<file path="config.mk">
export PLATFORM = sky130hd
export DESIGN_NAME = mem_arbiter
export DESIGN_NICKNAME = d
export VERILOG_FILES = /design/src/rtl/mem_pkg.sv /design/src/rtl/mem_req_check.sv /design/src/rtl/mem_arbiter.sv
export SDC_FILE = /design/constraint.sdc
export NUM_CORES = 1
export LEC_CHECK = 0
export ABC_AREA = 1
export CAP_MARGIN = 0
export CELL_PAD_IN_SITES_DETAIL_PLACEMENT = 1
export CELL_PAD_IN_SITES_GLOBAL_PLACEMENT = 2
export CORE_ASPECT_RATIO = 0.5
export CORE_MARGIN = 10
export CORE_UTILIZATION = 24
export DETAILED_ROUTE_END_ITERATION = 6
export PLACE_DENSITY = 0.93
export REMOVE_ABC_BUFFERS = 1
export SYNTH_ARGS = -nofsm -noshare
export SYNTH_HDL_FRONTEND = slang
export SYNTH_SLANG_ARGS = --single-unit
</file>
<file path="constraint.sdc">
create_clock -name clk -period 13.4 [get_ports clk]
set_clock_uncertainty 0.2 [all_clocks]
set_input_delay 4.02 -clock clk [delete_from_list [all_inputs] [get_ports clk]]
set_output_delay 4.02 -clock clk [all_outputs]
set_load 0.05 [all_outputs]
</file>
<file path="src/rtl/mem_pkg.sv">
// Shared definitions for the two-port memory arbiter.
//   - Default memory window (base byte address and size in bytes)
//   - Access-size encodings as driven on dm_size / mem_access_size
//   - Arbiter FSM state and grant-select types
//   - Read-data zero-extension helper
package mem_pkg;

  localparam logic [31:0] DEFAULT_OFFSET = 32'h8002_0000;
  localparam logic [31:0] DEFAULT_SIZE   = 32'h0010_0000;

  localparam logic [1:0] SZ_BYTE    = 2'b00;
  localparam logic [1:0] SZ_HALF    = 2'b01;
  localparam logic [1:0] SZ_WORD    = 2'b10;
  localparam logic [1:0] SZ_ILLEGAL = 2'b11;

  typedef enum logic [0:0] {
    StIdle,
    StAcc
  } arb_state_e;

  typedef enum logic [0:0] {
    GntIf,
    GntDm
  } grant_e;

  // Memory returns sub-word reads right-justified, but the bits above the access
  // width are whatever was left from an earlier read, so they are always cleared.
  function automatic logic [31:0] zext_rdata(input logic [1:0] size, input logic [31:0] data);
    logic [31:0] r;
    r = data;
    case (size)
      SZ_BYTE: r = {24'b0, data[7:0]};
      SZ_HALF: r = {16'b0, data[15:0]};
      default: r = data;
    endcase
    return r;
  endfunction

endpackage

</file>
<file path="src/rtl/mem_req_check.sv">
// Combinational legality check of one memory request.
//   addr  : request byte address
//   size  : access size encoding (byte/half/word/illegal)
//   err   : 1 if the size is illegal, the address is misaligned, or the access
//           does not lie entirely inside [OFFSET, OFFSET+SIZE)
//   bytes : number of bytes touched by the access (0 for the illegal size)
module mem_req_check
  import mem_pkg::*;
#(
  parameter logic [31:0] OFFSET = DEFAULT_OFFSET,
  parameter logic [31:0] SIZE   = DEFAULT_SIZE
) (
  input  logic [31:0] addr,
  input  logic [1:0]  size,
  output logic        err,
  output logic [2:0]  bytes
);

  logic        bad_size;
  logic        misaligned;
  logic        below;
  logic        past_end;
  logic [32:0] end_rel;

  always_comb begin
    bytes      = 3'd0;
    bad_size   = 1'b0;
    misaligned = 1'b0;
    unique case (size)
      SZ_BYTE: bytes = 3'd1;
      SZ_HALF: begin
        bytes      = 3'd2;
        misaligned = addr[0];
      end
      SZ_WORD: begin
        bytes      = 3'd4;
        misaligned = |addr[1:0];
      end
      SZ_ILLEGAL: bad_size = 1'b1;
    endcase

    below = addr < OFFSET;
    // 33 bits so an access ending exactly at 2^32 cannot wrap back into range.
    end_rel  = {1'b0, addr - OFFSET} + {30'b0, bytes};
    past_end = end_rel > {1'b0, SIZE};

    err = bad_size | misaligned | below | past_end;
  end

endmodule

</file>
<file path="src/rtl/mem_arbiter.sv">
// Two-port arbiter/sequencer in front of a single-ported, byte-addressed,
// big-endian memory sampled on the negative clock edge.
//   clk, rst          : clock; synchronous active-high reset
//   if_*              : fetch port (always 32-bit reads): req/ready/valid/rdata/err
//   dm_*              : load/store port: req/ready, addr, wdata, write, size,
//                       valid/rdata/err
//   mem_*             : memory controls (address, data_in, write, access_size)
//                       and read data (data_out)
// Each accepted request spends one ACC cycle at the memory; its response is a
// one-cycle valid pulse in the following cycle. Round-robin on ties.
module mem_arbiter
  import mem_pkg::*;
#(
  parameter logic [31:0] OFFSET = DEFAULT_OFFSET,
  parameter logic [31:0] SIZE   = DEFAULT_SIZE
) (
  input  logic        clk,
  input  logic        rst,

  input  logic        if_req,
  input  logic [31:0] if_addr,
  output logic        if_ready,
  output logic        if_valid,
  output logic [31:0] if_rdata,
  output logic        if_err,

  input  logic        dm_req,
  input  logic [31:0] dm_addr,
  input  logic [31:0] dm_wdata,
  input  logic        dm_write,
  input  logic [1:0]  dm_size,
  output logic        dm_ready,
  output logic        dm_valid,
  output logic [31:0] dm_rdata,
  output logic        dm_err,

  output logic [31:0] mem_address,
  output logic [31:0] mem_data_in,
  output logic        mem_write,
  output logic [1:0]  mem_access_size,
  input  logic [31:0] mem_data_out
);

  arb_state_e  state_q, state_d;
  grant_e      last_grant_q;
  grant_e      grant;
  logic        accept;

  // Granted request, muxed ahead of the checker.
  logic [31:0] sel_addr;
  logic [31:0] sel_wdata;
  logic [1:0]  sel_size;
  logic        sel_write;
  logic        sel_err;
  logic [2:0]  sel_bytes;
  logic        unused_sel_bytes;

  // Context of the access in flight.
  grant_e      acc_grant_q;
  logic        acc_write_q;
  logic        acc_err_q;
  logic [31:0] mem_address_q;
  logic [31:0] mem_data_in_q;
  logic [1:0]  mem_access_size_q;

  logic [31:0] rsp_rdata;

  logic        if_valid_q, dm_valid_q;
  logic [31:0] if_rdata_q, dm_rdata_q;
  logic        if_err_q, dm_err_q;

  // Round-robin: on a tie grant whoever was not granted last.
  always_comb begin
    if (if_req && dm_req) begin
      grant = (last_grant_q == GntIf) ? GntDm : GntIf;
    end else if (dm_req) begin
      grant = GntDm;
    end else begin
      grant = GntIf;
    end
  end

  assign accept   = (state_q == StIdle) && !rst && (if_req || dm_req);
  assign if_ready = accept && (grant == GntIf);
  assign dm_ready = accept && (grant == GntDm);

  always_comb begin
    if (grant == GntDm) begin
      sel_addr  = dm_addr;
      sel_wdata = dm_wdata;
      sel_size  = dm_size;
      sel_write = dm_write;
    end else begin
      sel_addr  = if_addr;
      sel_wdata = 32'h0;
      sel_size  = SZ_WORD;
      sel_write = 1'b0;
    end
  end

  mem_req_check #(
    .OFFSET (OFFSET),
    .SIZE   (SIZE)
  ) u_req_check (
    .addr  (sel_addr),
    .size  (sel_size),
    .err   (sel_err),
    .bytes (sel_bytes)
  );

  assign unused_sel_bytes = ^sel_bytes;

  always_comb begin
    state_d = state_q;
    unique case (state_q)
      StIdle: if (accept) state_d = StAcc;
      StAcc:  state_d = StIdle;
    endcase
  end

  // Not gated by rst: an access already at the memory completes even if reset
  // arrives during ACC.
  assign mem_write = (state_q == StAcc) && acc_write_q && !acc_err_q;

  assign rsp_rdata = (acc_err_q || acc_write_q) ? 32'h0
                                                : zext_rdata(mem_access_size_q, mem_data_out);

  always_ff @(posedge clk) begin
    if (rst) begin
      state_q           <= StIdle;
      last_grant_q      <= GntIf;
      acc_grant_q       <= GntIf;
      acc_write_q       <= 1'b0;
      acc_err_q         <= 1'b0;
      mem_address_q     <= 32'h0;
      mem_data_in_q     <= 32'h0;
      mem_access_size_q <= 2'b00;
      if_valid_q        <= 1'b0;
      if_rdata_q        <= 32'h0;
      if_err_q          <= 1'b0;
      dm_valid_q        <= 1'b0;
      dm_rdata_q        <= 32'h0;
      dm_err_q          <= 1'b0;
    end else begin
      state_q    <= state_d;
      // Responses are single-cycle pulses; cleared unless set below.
      if_valid_q <= 1'b0;
      if_rdata_q <= 32'h0;
      if_err_q   <= 1'b0;
      dm_valid_q <= 1'b0;
      dm_rdata_q <= 32'h0;
      dm_err_q   <= 1'b0;

      if (accept) begin
        last_grant_q      <= grant;
        acc_grant_q       <= grant;
        acc_write_q       <= sel_write;
        acc_err_q         <= sel_err;
        mem_address_q     <= sel_addr;
        mem_data_in_q     <= sel_wdata;
        mem_access_size_q <= sel_size;
      end

      if (state_q == StAcc) begin
        if (acc_grant_q == GntIf) begin
          if_valid_q <= 1'b1;
          if_rdata_q <= rsp_rdata;
          if_err_q   <= acc_err_q;
        end else begin
          dm_valid_q <= 1'b1;
          dm_rdata_q <= rsp_rdata;
          dm_err_q   <= acc_err_q;
        end
      end
    end
  end

  assign mem_address     = mem_address_q;
  assign mem_data_in     = mem_data_in_q;
  assign mem_access_size = mem_access_size_q;

  assign if_valid = if_valid_q;
  assign if_rdata = if_rdata_q;
  assign if_err   = if_err_q;
  assign dm_valid = dm_valid_q;
  assign dm_rdata = dm_rdata_q;
  assign dm_err   = dm_err_q;

endmodule

</file>
# Yosys cells after proc, flatten, opt, wreduce, memory -nomap -nowiden
# Cells that the tools add are included.
dict set report classes {
  n_lt_le_gt_ge 2
  reduce_logical 17
  n_eq_ne 4
  addsub 2
  mux 15
  n_bitwise 6
}
# cell count
set ops {}
lappend ops {{$mux W32} 3}
lappend ops {{$pmux W32 S2} 1}
lappend ops {{$add A32 B3 Y33} 1}
lappend ops {{$gt A33 B21 Y1 const B} 1}
lappend ops {{$lt A32 B32 Y1 const B} 1}
lappend ops {{$sub A32 B32 Y32 const B} 1}
lappend ops {{$pmux W3 S3} 1}
lappend ops {{$logic_and A1 B1 Y1} 7}
lappend ops {{$mux W1} 7}
lappend ops {{$reduce_or A3 Y1} 2}
lappend ops {{$eq A2 B1 Y1 const B} 2}
lappend ops {{$eq A2 B2 Y1 const B} 2}
lappend ops {{$logic_not A2 Y1} 2}
lappend ops {{$pmux W1 S2} 2}
lappend ops {{$reduce_or A2 Y1} 2}
lappend ops {{$not A1 Y1} 3}
lappend ops {{$or A1 B1 Y1} 3}
lappend ops {{$logic_not A1 Y1} 2}
lappend ops {{$logic_or A1 B1 Y1} 2}
lappend ops {{$mux W2} 1}
dict set report totals {
  inputBits 135
  ff_bits 138
  out_inout_bits 137
  elab_cells 59
}

# Longest topological paths before layout
# Gate-level depths: netlist (run 1).
dict set report logic_depth {
  ltp_word 8
  ltp_mapped 28
  ltp_nobuf 26
}

# Modules after synthesis
# From an unflattened synthesis (run 1), not the netlist that was laid out.
dict set report unflattened {
  cells_unflattened 1080
  area_unflattened_um2 7159.4
}
# module area_each_um2 seq_area_each_um2 cells_each instances
set by_module_without_submodules {}
lappend by_module_without_submodules {mem_arbiter 5327.6 2762.6 716 1}
lappend by_module_without_submodules {mem_req_check 1831.8 0.0 364 1}

# Worst setup path before layout (run 1)
# OpenSTA, ideal clock, no wires.
dict set report synth_path {
  kind {input to output}
  startpoint {input dm_req}
  endpoint {output if_ready}
  slack_ns 3.589
  t_required_ns 9.180
  t_arrival_ns 5.591
  cell_stages 6
  path_cell_list {buf_4 buf_2 o21ai_1 nor2_1 inv_1 nor2_1}
}
dict set report synth_via {
  elab_chain_len 4
  elab_cells_between_ends 7
  cone_classes {mux (2); bitwise (1); reduce/logical (4)}
}
# item line
set synth_lines {}
lappend synth_lines {{start, declared} mem_arbiter.sv:27} ;# input logic dm_req,
lappend synth_lines {{$mux W1 or $logic_and A1 B1 Y1 (tied branches)} {mem_arbiter.sv:76, mem_arbiter.sv:74}}
lappend synth_lines {{$mux W1} mem_arbiter.sv:74} ;# if (if_req && dm_req) begin
lappend synth_lines {{$not A1 Y1} mem_arbiter.sv:84} ;# assign if_ready = accept && (grant == GntIf);
lappend synth_lines {{$logic_and A1 B1 Y1 (*)} mem_arbiter.sv:84}
lappend synth_lines {{end, declared} mem_arbiter.sv:22} ;# output logic if_ready,
# Every way passes the cells marked *; elsewhere a longest branch is shown, timed or not.

# Final worst setup path (run 1)
dict set report layout_path {
  startpoint {input dm_req}
  endpoint {output dm_ready}
}
dict set report layout_via {
  elab_chain_len 3
  elab_cells_between_ends 6
  cone_classes {mux (2); reduce/logical (4)}
}
# item line
set layout_lines {}
lappend layout_lines {{$mux W1 (tied with other cells)} mem_arbiter.sv:76} ;# end else if (dm_req) begin
lappend layout_lines {{$mux W1 or $logic_and A1 B1 Y1 (tied branches)} {mem_arbiter.sv:74, mem_arbiter.sv:83}}
lappend layout_lines {{$logic_and A1 B1 Y1 (*)} mem_arbiter.sv:85} ;# assign dm_ready = accept && (grant == GntDm);
lappend layout_lines {{end, declared} mem_arbiter.sv:32} ;# output logic dm_ready,
# Marks and branches as above.

==> results of run 1 <==
[metrics by stage]
| stage | cells | total power, mW |
|---|---|---|
| 2_1_floorplan | 898 | 0.597 |
| 3_3_place_gp | 1558 | 0.709 |
| 3_5_place_dp | 1558 | 0.715 |
| 4_1_cts | 1589 | 1.23 |
| 5_1_grt | 1589 | 1.27 |
| 6_report | 1590 | 1.22 |
[logic make-up (layout without fill, tap and decap cells)]
| kind of cell | after synthesis | in the layout | synth area share |
|---|---|---|---|
| other | 0 | 1 | 0 |
| DFF | 138 | 138 | 0.413 |
| adders and majority gates | 11 | 11 | 0.0217 |
| AOI/OAI and AO/OA | 122 | 122 | 0.105 |
| buffers and inverters | 163 | 431 | 0.102 |
| and+or+nand+nor | 501 | 501 | 0.353 |
| xor gates and xnor gates | 4 | 4 | 0.00524 |
[worst max-delay path, stage by stage]
cell,delay [ns]
clkdlybuf4s50_1,0.46
buf_4,0.36
o21ai_2,0.10
buf_4,0.27
nor2_2,0.16
inv_1,0.11
nor2_2,0.10
buf_4,0.36
clkdlybuf4s50_1,0.90
[flip-flops by register name, indices dropped and copies added, names as in the netlist]
signal and flops:
dm_rdata 32, if_rdata 32, mem_address 32, mem_data_in 32, mem_access_size 2, acc_err_q 1, acc_grant_q 1, acc_write_q 1
dm_err 1, dm_valid 1, if_err 1, if_valid 1, state_q 1
[power by group through the flow]
stage               logic, mW  registers (mW)  clock network, mW
floorplan              0.0999           0.497                  0
global placement        0.265           0.444                  0
detailed placement      0.270           0.445                  0
CTS                     0.272           0.436              0.526
global route            0.293           0.438              0.542
finish                  0.269           0.436              0.513
[cell usage after synthesis (all sizes together)]
master	instances
a22oi	32
or2	3
a32o	1
xor2	4
clkinv	2
buf	17
dfxtp	138
a31oi	1
and2	1
o22ai	1
ha	10
a21oi	33
fa	1
nand2	235
inv	120
o21ai	54
nor2	128
nor3	51
nand3b	15
nand4	9
nand3	59
clkbuf	24
[worst paths after layout]
kind                                       from  cells past startpoint               to  slack (ns)
worst max register to register      acc_grant_q                     24        acc_err_q        9.06
worst min-delay path            mem_address[31]                      2  mem_address[31]        0.29
worst min register to register  mem_address[31]                      2  mem_address[31]        0.29
worst max-delay path                     dm_req                      9         dm_ready        2.31
[layout make-up]
cell class / count / area share
Inverter: 122 / 0.0443
Multi-Input combinational cell: 638 / 0.314
Antenna cell: 1 / 0.000242
Clock inverter: 13 / 0.0185
Timing Repair Buffer: 278 / 0.267
Sequential cell: 138 / 0.267
Tap cell: 382 / 0.0462
Clock buffer: 18 / 0.0425
[routing by layer]
layer  up-vias  part of all wire
met5         -                 0
met4         0             0.021
met3        31             0.028
met2       104              0.54
met1      3433              0.41
li1       3517                 -
==> results.yml, run 1 <==
worst_setup_path:
  crit_required_ns: 9.18
  worstPathMaxFanout: 37
  crit_arrival_ns: 6.87
  setup.worst_path.start_class: "input pin"
  critical_path_class: "input pin to output pin"
  worstSetupEndpointType: "output pin"
placed_design:
  place_hpwl_mm: 22.0
  place_area_mm2: 0.00971
  io_buffers: 271
  dp_worst_setup_slack_ns: 2.35
  gp_congestion: 0.830
clock_network:
  cts_sinks: 138
  cts_tree: "built"
  clk_pin_slew_ns: 0.06
  clk_path_buf_depth: 2
  cts.hold.buffers_added: 0
  clk_latency_ns: 0.43
  numCtsBuffers: 17
  cts_resized: 0
  cts-root-buf: "clkbuf_16"
  postCtsSetupBuffers: 0
  htreeDepth: 4
finish:
  drive_gt1_frac: 0.0853
  area_growth_pct: 54.8
  final.fill_count: 3346
  regArea_mm2: 0.00276
  final_nets: 1341
  mostFrequentLayoutCell: "clkdlybuf4s50_1"
  stdcell_area_mm2: 0.0103
  mostFrequentLayoutCells: "clkdlybuf4s50_1 (271), nand2_1 (201), dfxtp_1 (138)"
  multi_input_area_mm2: 0.00325
  final_util: 0.376
drt:
  viasPerCell: 4.46
  firstDrtPassIters: 5
  drc_errors: 0
  ant_nets: 0
  vias: 7085
  finalWirelength_mm: 28.3
  drt_iter0_drc: 322
  detail_route.wl_per_cell_um: 17.8
floorplan:
  die_w_um: 256
  core.rowCount: 43
  die_h_um: 138
  start_util: 0.243
  die_area_mm2: 0.0353
  core_mm2: 0.0275
  io_pins: 272
timing:
  setup_violations: 0
  rsz0062_at_grt: "false"
  slew_headroom: 0.190
  fin_ws_ns: 2.31
  fin_crit_ns: 11.09
  fmax_mhz: 90.2
  hold_slack_ns: 0.290
  worst_slew_pin_slew_ns: 1.21
  maxSlewViolCount: 0
  period_share: 0.827
  fin_tns_setup_ns: 0
  hold_viol_final: 0
logic_synthesis:
  syn_inst: 939
  ys_warn_count: 0
  yosysSeqAreaShare: 0.413
  yosys.area.top_type_share: 0.413
  yosysUniqueCellTypes: 38
  synth_area_mm2: 0.00668
  ys_seq_elements: 138
  synthTopCellsByArea: "dfxtp_1 (41%), nand2_1 (11%), inv_1 (6.5%)"
  synth_area_leader_cell: "dfxtp_1"
  syn_avg_cell_area_um2: 7.12
grt:
  use_met2: 0.298
  met3_usage: 0.0302
  grt_pass1_wl_mm: 42.7
  overflow: 0
  busiest_layer: "met2"
  track_usage: 0.155
  grt_pass1_vias: 7516
  use_met1: 0.168
  grt_start_max_net_pins: 55
  antenna_found_initial: 0
pwr:
  switching_share: 0.310
  combPwrFrac: 0.221
  p_int_mw: 0.840
  seqPwrFrac: 0.358
  cellPowerDensity_mw_per_mm2: 118
  irDropWorstVdd_mv: 0.0789
  clkPwrFrac: 0.421
  p_switching_mw: 0.378
  leakagePower_nw: 4.39
run_status:
  status: "finished, final reports clean"
hold_path:
  hp-class: "flop to flop"
flow_run:
  cap_viol_max_count: 0
Note: power is estimated with default switching activity, not from simulation.
==> run 2, diff against run 1 <==
--- a/config.mk
+++ b/config.mk
@@ -11,9 +11,9 @@
 export CELL_PAD_IN_SITES_GLOBAL_PLACEMENT = 2
 export CORE_ASPECT_RATIO = 0.5
 export CORE_MARGIN = 10
-export CORE_UTILIZATION = 24
+export CORE_UTILIZATION = 20
 export DETAILED_ROUTE_END_ITERATION = 6
-export PLACE_DENSITY = 0.93
+export PLACE_DENSITY = 0.84
 export REMOVE_ABC_BUFFERS = 1
 export SYNTH_ARGS = -nofsm -noshare
 export SYNTH_HDL_FRONTEND = slang
==> constraint.sdc (replaced) <==
create_clock -name clk -period 9.5 [get_ports clk]
set_clock_uncertainty 0.2 [all_clocks]
set_input_delay 2.85 -clock clk [delete_from_list [all_inputs] [get_ports clk]]
set_output_delay 2.85 -clock clk [all_outputs]
set_load 0.05 [all_outputs]
==> run 2 against run 1 <==
- critical endpoint is now if_ready
- wire length is 1.9% higher
- worst hold slack got worse by 0.019 ns
- final cell count grew 3.7%
==> results.yml, run 2 (synthesis gave the netlist of run 1 again) <==
timing:
  fin_crit_ns: 7.74
  setup_violations: 0
  fmax_mhz: 129
  hold_viol_final: 0
  maxSlewViolCount: 0
  worst_slew_pin_slew_ns: 1.17
  rsz0062_at_grt: "false"
  period_share: 0.814
  slew_headroom: 0.218
  fin_ws_ns: 1.76
  fin_tns_setup_ns: 0
clock_network:
  cts.hold.buffers_added: 0
  clk_latency_ns: 0.43
  postCtsSetupBuffers: 0
  cts_sinks: 138
  cts_tree: "built"
  cts_resized: 0
  clk_path_buf_depth: 2
  numCtsBuffers: 17
  clk_pin_slew_ns: 0.06
  htreeDepth: 4
  cts-root-buf: "clkbuf_16"
worst_setup_path:
  critical_path_class: "input pin to output pin"
  worstSetupEndpointType: "output pin"
  crit_arrival_ns: 4.69
  setup.worst_path.start_class: "input pin"
  worstPathMaxFanout: 54
  crit_required_ns: 6.45
flow_run:
  cap_viol_max_count: 0
finish:
  final_nets: 1341
  mostFrequentLayoutCells: "clkdlybuf4s50_1 (269), nand2_1 (201), dfxtp_1 (138)"
  area_growth_pct: 55.2
  final.fill_count: 3988
  final_util: 0.314
  mostFrequentLayoutCell: "clkdlybuf4s50_1"
  antennaDiodeCount: 0
  regArea_mm2: 0.00276
  multi_input_area_mm2: 0.00325
  drive_gt1_frac: 0.0861
floorplan:
  die_h_um: 149
  die_w_um: 279
  core_mm2: 0.0330
  core.rowCount: 47
  start_util: 0.203
  io_pins: 272
  die_area_mm2: 0.0416
pwr:
  irDropWorstVdd_mv: 0.115
  leakagePower_nw: 4.36
  cellPowerDensity_mw_per_mm2: 161
drt:
  detail_route.wl_per_cell_um: 17.5
  vias: 7055
  drc_errors: 0
  drt_iter0_drc: 262
  finalWirelength_mm: 28.8
  firstDrtPassIters: 4
  ant_nets: 0
  viasPerCell: 4.28
grt:
  grt_start_max_net_pins: 55
  antenna_found_initial: 0
  overflow: 0
  track_usage: 0.135
  grt_pass1_vias: 7510
  grt_pass1_wl_mm: 43.8
placed_design:
  io_buffers: 271
  dp_worst_setup_slack_ns: 1.73
  gp_congestion: 0.790
  place_hpwl_mm: 22.7
run_status:
  status: "finished, final reports clean"
hold_path:
  hp-class: "flop to flop"
## run 2: cell types whose count changed in the layout (fill, tap and decap cells not counted), sizes merged, moves of 2 or more
cell           previous run  this run
bufinv                    4         2
clkdlybuf4s50           271       269
clkinvlp                  2         4
buf                       7         9
## run 2: routing by layer
layer / share of wire / GRT usage
met1: 0.40 / 0.144
met2: 0.54 / 0.261
met3: 0.030 / 0.0294
met4: 0.023 / 0.0424
met5: 0 / 0
## run 2: area by class of cell
type	count	share of cell area
Sequential cell	138	0.266
Timing Repair Buffer	278	0.267
Clock buffer	19	0.0418
Inverter	122	0.0442
Clock inverter	13	0.0138
Tap cell	441	0.0532
Multi-Input combinational cell	638	0.313
## run 2: power by group
group          internal, mW  total [mW]  switching [mW]  leakage (nW)
sequential            0.602       0.615          0.0129          1.13
clock                 0.389       0.669           0.280         0.272
combinational         0.136       0.383           0.247          2.96
## run 2: path summary, 6_finish.rpt
check	startpoint	to	slack, ns	cells past startpoint
worst max-delay path	if_req	if_ready	1.76	6
worst min-delay path	mem_address[31]	mem_address[31]	0.27	2
worst max register to register	acc_grant_q	acc_err_q	5.19	24
worst min register to register	mem_address[31]	mem_address[31]	0.27	2
## run 2: per-stage QoR
step	hold WS, ns	cells	power, mW	area (um2)
6_report	0.271	1649	1.67	10400
5_1_grt	0.292	1649	1.74	10400
4_1_cts	0.273	1649	1.69	10400
3_5_place_dp	0.265	1617	1.01	9790
3_3_place_gp	0.270	1617	1.01	9790
2_1_floorplan	0.254	898	0.842	6460
## run 2: worst max-delay path, stage by stage
cell,delay (ns)
clkdlybuf4s50_1,0.55
nand2_4,0.23
nand2_8,0.36
inv_1,0.27
nor2_1,0.19
buf_4,0.22
==> run 3, diff against run 2 <==
--- a/config.mk
+++ b/config.mk
@@ -11,9 +11,9 @@
 export CELL_PAD_IN_SITES_GLOBAL_PLACEMENT = 2
 export CORE_ASPECT_RATIO = 0.5
 export CORE_MARGIN = 10
-export CORE_UTILIZATION = 20
+export CORE_UTILIZATION = 23
 export DETAILED_ROUTE_END_ITERATION = 6
-export PLACE_DENSITY = 0.84
+export PLACE_DENSITY = 0.9
 export REMOVE_ABC_BUFFERS = 1
 export SYNTH_ARGS = -nofsm -noshare
 export SYNTH_HDL_FRONTEND = slang
==> constraint.sdc (replaced) <==
create_clock -name clk -period 7.6 [get_ports clk]
set_clock_uncertainty 0.2 [all_clocks]
set_input_delay 2.28 -clock clk [delete_from_list [all_inputs] [get_ports clk]]
set_output_delay 2.28 -clock clk [all_outputs]
set_load 0.05 [all_outputs]
==> run 3 against run 2 <==
- combinational power grew 26%
- final area shrank 0.30%
- final cell count shrank 3.5%
- wire length grew 1.2%
- die area shrank 12%
- non-clock buffer count grew 3
- critical path depth is the same
- clock power grew 25%
- largest cell class unchanged
==> results.yml, run 3 (synthesis gave the netlist of run 1 again) <==
run_status:
  status: "finished, final reports clean"
timing:
  fin_crit_ns: 6.49
  setup_violations: 0
  worst_slew_pin_slew_ns: 1.24
  rsz0062_at_grt: "false"
  fmax_mhz: 154
  hold_viol_final: 0
  maxSlewViolCount: 0
  slew_headroom: 0.174
  hold_slack_ns: 0.273
  period_share: 0.854
grt:
  grt_start_max_net_pins: 38
  grt_pass1_wl_mm: 44.7
  overflow: 0
  grt_pass1_vias: 7497
  antenna_found_initial: 0
  track_usage: 0.157
clock_network:
  cts_tree: "built"
  numCtsBuffers: 17
  clk_pin_slew_ns: 0.06
  cts_sinks: 138
  clk_latency_ns: 0.43
  htreeDepth: 4
  cts.hold.buffers_added: 0
  postCtsSetupBuffers: 0
  cts-root-buf: "clkbuf_16"
  clk_path_buf_depth: 2
  cts_resized: 0
floorplan:
  start_util: 0.237
  io_pins: 272
  core_mm2: 0.0281
  die_h_um: 141
  die_w_um: 261
  core.rowCount: 43
  die_area_mm2: 0.0367
worst_setup_path:
  crit_arrival_ns: 4.01
  critical_path_class: "input pin to output pin"
  worstPathMaxFanout: 33
  setup.worst_path.start_class: "input pin"
  crit_required_ns: 5.12
  r2r_slack_ns: 3.39
  worstSetupEndpointType: "output pin"
drt:
  drc_errors: 0
  detail_route.wl_per_cell_um: 18.3
  vias: 7041
  wl_met2_mm: 15.9
  ant_nets: 0
  routed.top_layer: "met4"
  finalWirelength_mm: 29.2
  drt_iter0_drc: 363
  drt-met1-wl_mm: 11.9
  viasPerCell: 4.42
  firstDrtPassIters: 4
  route.met3.wl_um: 960
finish:
  antennaDiodeCount: 0
  final_nets: 1344
  mostFrequentLayoutCell: "clkdlybuf4s50_1"
  mostFrequentLayoutCells: "clkdlybuf4s50_1 (269), nand2_1 (201), dfxtp_1 (138)"
  area_growth_pct: 54.7
  drive_gt1_frac: 0.0893
  stdcell_area_mm2: 0.0103
pwr:
  cellPowerDensity_mw_per_mm2: 202
  irDropWorstVdd_mv: 0.126
  total_power_mw: 2.09
  leakagePower_nw: 4.39
placed_design:
  gp_congestion: 0.829
  io_buffers: 271
  place_area_mm2: 0.00975
  place_hpwl_mm: 23.0
flow_run:
  cap_viol_max_count: 0
hold_path:
  hp-class: "flop to flop"
run 3: changes by cell type in the layout (fill, tap and decap cells not counted), sizes merged:
cell      change
clkinvlp      -1
inv           -1
clkbuf        -1
buf           +3
clkinv        +2
run 3: cell type report:
type	count	area [um2]
multi-input combinational	638	3250
fill	3396	17800
clock buffer	18	439
sequential	138	2760
clock inverter	13	144
tap	382	478
timing repair buffer	281	2810
inverter	122	458
run 3: final timing paths:
kind	startpoint	end	cells after the start
hold reg to reg	mem_address[31]	mem_address[31]	2
setup / recovery	if_req	if_ready	6
hold / removal	mem_address[31]	mem_address[31]	2
setup reg to reg	acc_grant_q	acc_err_q	24
run 3: per-layer routing:
layer	up-vias	track usage
li1	3518	-
met1	3388	0.174
met2	104	0.299
met3	31	0.0326
met4	0	0.0378
met5	-	0
run 3: critical path, stage by stage:
cell	delay, ns
clkdlybuf4s50_1	0.54
nand2_4	0.24
nand2_8	0.30
inv_1	0.22
nor2_1	0.24
buf_12	0.17
run 3: report_power, final:
group | total [mW] | switching (mW) | internal (mW)
sequential | 0.769 | 0.0161 | 0.753
clock | 0.836 | 0.344 | 0.493
combinational | 0.482 | 0.310 | 0.172
run 3: stage by stage:
stage | setup TNS, ns | worst slack (ns) | std cells | utilization
2_1_floorplan | -0.822 | -0.822 | 898 | -
3_5_place_dp | 0 | 0.946 | 1561 | 0.347
6_report | 0 | 1.11 | 1592 | 0.367
3_3_place_gp | 0 | 1.11 | 1561 | 0.347
5_1_grt | 0 | 0.988 | 1592 | 0.367
4_1_cts | 0 | 1.07 | 1592 | 0.367
